<file path="src/rtl/sim_video_capture.sv">
// Active-area pixel capture into a FWFT FIFO with frame geometry and frame counter.
// Optional per-frame CRC-16-CCITT over pushed pixels when SIM_CAPTURE_CRC_EN is defined.
module sim_video_capture #(
  parameter int COLOR_W    = 8,
  parameter int FIFO_DEPTH = 16,
  parameter int HCNT_W     = 12,
  parameter int VCNT_W     = 11,
  parameter int FCNT_W     = 16
) (
  input  logic                   clk_sys,
  input  logic                   reset,
  input  logic                   ce_pix,
  input  logic                   hblank,
  input  logic                   vblank,
  input  logic [COLOR_W-1:0]     r,
  input  logic [COLOR_W-1:0]     g,
  input  logic [COLOR_W-1:0]     b,
  output logic                   px_valid,
  input  logic                   px_ready,
  output logic [3*COLOR_W+1:0]   px_data,
  output logic [HCNT_W-1:0]      frame_width,
  output logic [VCNT_W-1:0]      frame_height,
  output logic [FCNT_W-1:0]      frame_count,
  output logic                   overflow,
  input  logic                   overflow_clr,
  output logic [15:0]            frame_crc
);

  localparam int AW = $clog2(FIFO_DEPTH);
  localparam int PW = 3 * COLOR_W;
  localparam int DW = PW + 2;

  typedef enum logic [1:0] {
    SYNC_WAIT = 2'd0,
    CAPTURE   = 2'd1,
    DROP      = 2'd2
  } state_t;

  state_t state, state_nx;

  logic hb_q, vb_q;
  logic h_rise, h_fall, v_rise, v_fall, active;
  logic cap_en, push_try, push, drop_evt, pop, frame_end;
  logic sof_pend, sol_pend, sof_bit, sol_bit;
  logic [AW:0] wptr, rptr;
  logic [DW-1:0] mem [FIFO_DEPTH];
  logic full, empty;
  logic [HCNT_W-1:0] lcnt, lmax;
  logic [VCNT_W-1:0] vcnt;
  logic [PW-1:0] rgb;

  assign rgb    = {r, g, b};
  assign active = ce_pix & ~hblank & ~vblank;
  assign h_rise = ce_pix & ~hb_q & hblank;
  assign h_fall = ce_pix & hb_q & ~hblank;
  assign v_rise = ce_pix & ~vb_q & vblank;
  assign v_fall = ce_pix & vb_q & ~vblank;

  assign full  = (wptr[AW] != rptr[AW]) &&
                 (wptr[AW-1:0] == rptr[AW-1:0]);
  assign empty = (wptr == rptr);

  assign px_valid = ~empty;
  assign px_data  = empty ? '0 : mem[rptr[AW-1:0]];

  // Blank levels seen on the previous pixel-enable cycle, for edge detection
  always_ff @(posedge clk_sys or posedge reset) begin
    if (reset) begin
      hb_q <= 1'b0;
      vb_q <= 1'b0;
    end else if (ce_pix) begin
      hb_q <= hblank;
      vb_q <= vblank;
    end
  end

  // State register
  always_ff @(posedge clk_sys or posedge reset) begin
    if (reset) state <= SYNC_WAIT;
    else       state <= state_nx;
  end

  // Next-state logic
  always_comb begin
    state_nx = state;
    unique case (state)
      SYNC_WAIT: begin
        if (drop_evt)    state_nx = DROP;
        else if (v_fall) state_nx = CAPTURE;
      end
      CAPTURE: begin
        if (drop_evt)    state_nx = DROP;
        else if (v_rise) state_nx = SYNC_WAIT;
      end
      DROP: begin
        if (v_rise) state_nx = SYNC_WAIT;
      end
      default: state_nx = SYNC_WAIT;
    endcase
  end

  // Per-cycle control: capture window also covers the vblank-falling pixel
  always_comb begin
    cap_en    = (state == CAPTURE) |
                ((state == SYNC_WAIT) & v_fall);
    push_try  = cap_en & active;
    push      = push_try & ~full;
    drop_evt  = push_try & full;
    frame_end = (state == CAPTURE) & v_rise;
    pop       = ~empty & px_ready;
    sof_bit   = sof_pend | v_fall;
    sol_bit   = sol_pend | v_fall | h_fall;
  end

  // FIFO pointers; fullness is judged before this cycle's pop
  always_ff @(posedge clk_sys or posedge reset) begin
    if (reset) begin
      wptr <= '0;
      rptr <= '0;
    end else begin
      if (push) wptr <= (AW+1)'(wptr + 1);
      if (pop)  rptr <= (AW+1)'(rptr + 1);
    end
  end

  // FIFO storage
  always_ff @(posedge clk_sys) begin
    if (push) mem[wptr[AW-1:0]] <= {sof_bit, sol_bit, rgb};
  end

  // Pending start-of-frame / start-of-line tags, consumed by the next pixel
  always_ff @(posedge clk_sys or posedge reset) begin
    if (reset) begin
      sof_pend <= 1'b0;
      sol_pend <= 1'b0;
    end else begin
      if (push_try)    sof_pend <= 1'b0;
      else if (v_fall) sof_pend <= 1'b1;
      if (push_try)             sol_pend <= 1'b0;
      else if (v_fall | h_fall) sol_pend <= 1'b1;
    end
  end

  // Line and frame geometry counters
  always_ff @(posedge clk_sys or posedge reset) begin
    if (reset) begin
      lcnt <= '0;
      lmax <= '0;
      vcnt <= '0;
    end else if (state != CAPTURE) begin
      lcnt <= push ? HCNT_W'(1) : '0;
      lmax <= '0;
      vcnt <= '0;
    end else if (frame_end) begin
      lcnt <= '0;
      lmax <= '0;
      vcnt <= '0;
    end else if (h_rise) begin
      lcnt <= '0;
      if (lcnt != '0) begin
        if (lcnt > lmax) lmax <= lcnt;
        if (vcnt != '1)  vcnt <= VCNT_W'(vcnt + 1);
      end
    end else if (push && lcnt != '1) begin
      lcnt <= HCNT_W'(lcnt + 1);
    end
  end

  // Frame statistics latched at the end of a cleanly captured frame
  always_ff @(posedge clk_sys or posedge reset) begin
    if (reset) begin
      frame_width  <= '0;
      frame_height <= '0;
      frame_count  <= '0;
    end else if (frame_end) begin
      frame_width  <= lmax;
      frame_height <= vcnt;
      frame_count  <= FCNT_W'(frame_count + 1);
    end
  end

  // Sticky overflow; a new drop beats a clear in the same cycle
  always_ff @(posedge clk_sys or posedge reset) begin
    if (reset)             overflow <= 1'b0;
    else if (drop_evt)     overflow <= 1'b1;
    else if (overflow_clr) overflow <= 1'b0;
  end

`ifdef SIM_CAPTURE_CRC_EN
  function automatic logic [15:0] crc_upd(
    input logic [15:0]   c,
    input logic [PW-1:0] d
  );
    logic [15:0] x;
    x = c;
    for (int i = PW - 1; i >= 0; i--) begin
      x = {x[14:0], 1'b0} ^ ((x[15] ^ d[i]) ? 16'h1021 : 16'h0000);
    end
    return x;
  endfunction

  logic [15:0] crc_run;

  // Running CRC reseeded by the frame's first pixel, published at frame end
  always_ff @(posedge clk_sys or posedge reset) begin
    if (reset) begin
      crc_run   <= 16'hFFFF;
      frame_crc <= 16'h0000;
    end else begin
      if (push)
        crc_run <= crc_upd(sof_bit ? 16'hFFFF : crc_run, rgb);
      if (frame_end)
        frame_crc <= crc_run;
    end
  end
`else
  assign frame_crc = 16'h0000;
`endif

endmodule

</file>
<file path="config.mk">
export PLATFORM = sky130hd
export DESIGN_NAME = sim_video_capture
export DESIGN_NICKNAME = d
export VERILOG_FILES = /design/src/rtl/sim_video_capture.sv
export SDC_FILE = /design/constraint.sdc
export NUM_CORES = 1
export LEC_CHECK = 0
export BUFFER_PORTS_ARGS = -buffer_cell sky130_fd_sc_hd__buf_2
export CAP_MARGIN = 30
export CORE_MARGIN = 10
export CORE_UTILIZATION = 30
export CTS_CLUSTER_DIAMETER = 50
export DETAILED_ROUTE_END_ITERATION = 16
export PLACE_DENSITY = 0.55
export SYNTH_ARGS = -nofsm -noshare
export SYNTH_HDL_FRONTEND = slang
export SYNTH_SLANG_ARGS = --single-unit
</file>
<file path="constraint.sdc">
create_clock -name clk_sys -period 4.85 [get_ports clk_sys]
set_input_delay 0.97 -clock clk_sys [delete_from_list [all_inputs] [get_ports clk_sys]]
set_output_delay 0.97 -clock clk_sys [all_outputs]
set_load 0.05 [all_outputs]
</file>
==> flow_summary.ini <==
[logic_synthesis]
synth_mux_area_share_pct = 15.67
netlist_instances = 1036
synth-seq-cells = 507
synth_ff_type = edfxtp_1
synth_edf_count = 416
synth_warnings = 0
synth_top_family_by_area = multiplexers
synthSimpleGateAreaFrac_pct = 5.734
synth-compound-area-share_pct = 1.578
async_reset_ff_share_pct = 17.95
synthAdderAreaFrac_pct = 1.274
synth_xor_area_share_pct = 1.784
syn_avg_cell_area_um2 = 19.90
ys_types = 55
yosysSeqAreaShare_pct = 71.63
synth_area_mm2 = 0.02062

[floorplanning]
io_pins = 114
start_util_pct = 30.17
core_mm2 = 0.06835
die_area_mm2 = 0.07962
die_h_um = 282.2
die_w_um = 282.2
num_rows = 96

[timing]
clock_skew_ns = 0.02351
setup_viol = 0
max_freq_mhz = 245.2
finalHoldViolCount = 0
holdWs_ns = 0.4682
setup_ws_ns = 0.7720
period_share_pct = 84.08
min_period_ns = 4.078
drv_slew = 0
tightest_slew_ns = 0.9539
relSlewSlack_pct = 36.40
rsz0062_at_grt = false

[pwr]
ir_drop_v = 0.0003470
total_power_mw = 13.76
cellPowerDensity_mw_per_mm2 = 572.2
leakage_nw = 8.455

[clocking]
cts_hold_buffers = 0
cts_max_level = 2
path_clk_slew_ns = 0.06
cts.sinks = 507
insertion_delay_ns = 0.62
cts_setup_buffers = 0
cts_resized = 0
cts_buffers = 55
cts-root-buf = clkbuf_16
cts.path.max_buffers = 3
cts_tree = built

[detailed_routing]
via_per_inst = 4.801
drc = 0
drtIter0Drc = 804
drt_wl_total_mm = 46.81
wl_per_cell_um = 22.24
num_vias = 10110
drtPass1Iterations = 5
ant_nets = 0

[placement]
place_hpwl_mm = 26.73
gp_congestion = 0.7340
post-place-ws_ns = 1.313
io_buffers = 97

[critical_path]
setup.worst_path.class = register to output port
crit_path_end = px_data[18]
crit_family = multiplexers
cp_slowest_stage_delay_ns = 0.57
crit_slowest_cell = dfrtp_4
startpoint_type = register
cp_cell_sequence = buf_12 -> mux4_2 -> mux4_2 -> nor2b_4 -> buf_2
crit_required_ns = 3.88
arrival_ns = 3.11
critPathCaptureType = output port
reg2reg_from = state[1]
cp.depth = 5
ff2ff_setup_slack_ns = 1.92
timing.rr.end = mem[8][19]
rr_worst_depth = 6
cp_common_cell = mux4_2
crit_fanout = 56
crit_start = rptr[0]
path_buf_inv = 2

[layout]
fill_cells = 6358
drive_above_1_share_pct = 32.46
synthToLayoutAreaGrowth_pct = 16.61
diodes = 0
fin_util_pct = 35.18
final_nets = 1230

[global_route]
grt_pass1_wl_mm = 70.90
antenna_found_initial = 4
overflow = 0
track_usage_pct = 11.88
grt_pass1_vias = 10880
grt_max_degree = 59

[outcome]
status = completed

[hold_path]
holdCritPathClass = register to register

[job]
maxCapViolCount = 0
==> placed cells by master, fill, tap and decap left out, drive strengths merged, types with 12 or more instances in the layout <==
| cell type | instances |
|---|---|
| and2 | 13 |
| clkinv | 26 |
| and3 | 13 |
| nor2b | 29 |
| ha | 21 |
| a22o | 12 |
| edfxtp | 416 |
| clkbuf | 66 |
| nand3 | 17 |
| a21oi | 12 |
| mux4 | 130 |
| nand4 | 18 |
| xor2 | 22 |
| dfrtp | 91 |
| conb | 16 |
| xnor2 | 20 |
| mux2 | 26 |
| inv | 25 |
| nor2 | 31 |
| nand2 | 21 |
| buf | 131 |
==> Yosys cell counts (2+ instances only) <==
cell / count / area, um2
a21oi_1: 11 / 55.05
nand4_1: 18 / 112.6
o22ai_1: 2 / 12.51
a22o_1: 12 / 105.1
buf_8: 3 / 45.04
nor2b_1: 4 / 25.02
mux2_2: 2 / 22.52
a21o_1: 2 / 15.01
xnor2_1: 20 / 175.2
xor2_1: 22 / 192.7
mux2_1: 24 / 270.3
ha_1: 21 / 262.8
nand3b_1: 2 / 15.01
buf_1: 4 / 15.01
edfxtp_1: 416 / 12490
or3_1: 3 / 18.77
and2_1: 13 / 81.33
buf_6: 2 / 22.52
nor4b_1: 5 / 43.79
nor3_1: 7 / 35.03
nand3_1: 17 / 85.08
nor2_1: 31 / 116.4
nor2b_4: 25 / 344.1
o21ai_1: 8 / 40.04
nor4_1: 3 / 18.77
nand2_1: 21 / 78.83
inv_1: 22 / 82.58
o21ai_0: 3 / 15.01
mux4_2: 130 / 2928
buf_2: 18 / 90.09
clkbuf_1: 13 / 48.80
and3_1: 13 / 81.33
dfrtp_1: 91 / 2277
buf_4: 20 / 150.1
nand2b_1: 6 / 37.54
and4_1: 3 / 26.28
==> worst min-delay path by stage <==
stage	start	depth (start not counted)	slack, ns	endpoint
6_report	frame_count[15]	1	0.47	frame_count[15]
5_1_grt	frame_height[3]	1	0.50	frame_height[3]
4_1_cts	frame_count[15]	1	0.48	frame_count[15]
3_5_place_dp	frame_count[15]	1	0.46	frame_count[15]
3_3_place_gp	frame_count[15]	1	0.45	frame_count[15]
2_1_floorplan	wptr[4]	1	0.46	wptr[4]
==> per-layer routing <==
| metal | global-route usage, % | share of wire [%] |
|---|---|---|
| met2 | 18.36 | 46 |
| met1 | 16.58 | 46 |
| met4 | 3.069 | 1.8 |
| met3 | 2.862 | 6.2 |
| met5 | 0 | 0.049 |
==> where the power goes <==
group / internal [mW] / switching, mW
registers: 4.91 / 0.181
clock network: 2.37 / 1.77
logic: 1.87 / 2.66
==> sequential cells by signal, indices dropped and copies added, names as in the netlist, 11 cells and up <==
signal	count
frame_count	16
frame_height	11
frame_width	12
lcnt	12
lmax	12
mem	416
vcnt	11
==> logic make-up after synthesis <==
group,after synthesis
AO/OA/AOI/OAI,47
XOR/XNOR,42
adder cells (fa/ha/maj),21
buffers and inverters,84
flip-flops,507
multiplexers,157
other,1
AND/OR/NAND/NOR,177
==> final cells by class <==
cell class	instances	area (um2)	area share, %
inverter	23	87.58	0.3642
clock inverter	36	380.4	1.582
multi-input combinational	460	5487	22.82
sequential	507	14780	61.46
tap	882	1104	4.589
timing repair buffer	131	790.8	3.289
clock buffer	66	1418	5.896
==> stage by stage <==
stage	cell area [um2]	setup TNS, ns	std cells
after floorplan	20680	-17.40	1051
after global placement	22250	0	2003
after detailed placement	22250	0	2003
after CTS	24050	0	2105
after global routing	24050	0	2105
final	24050	0	2105
Note: power is estimated with default switching activity, not from simulation.
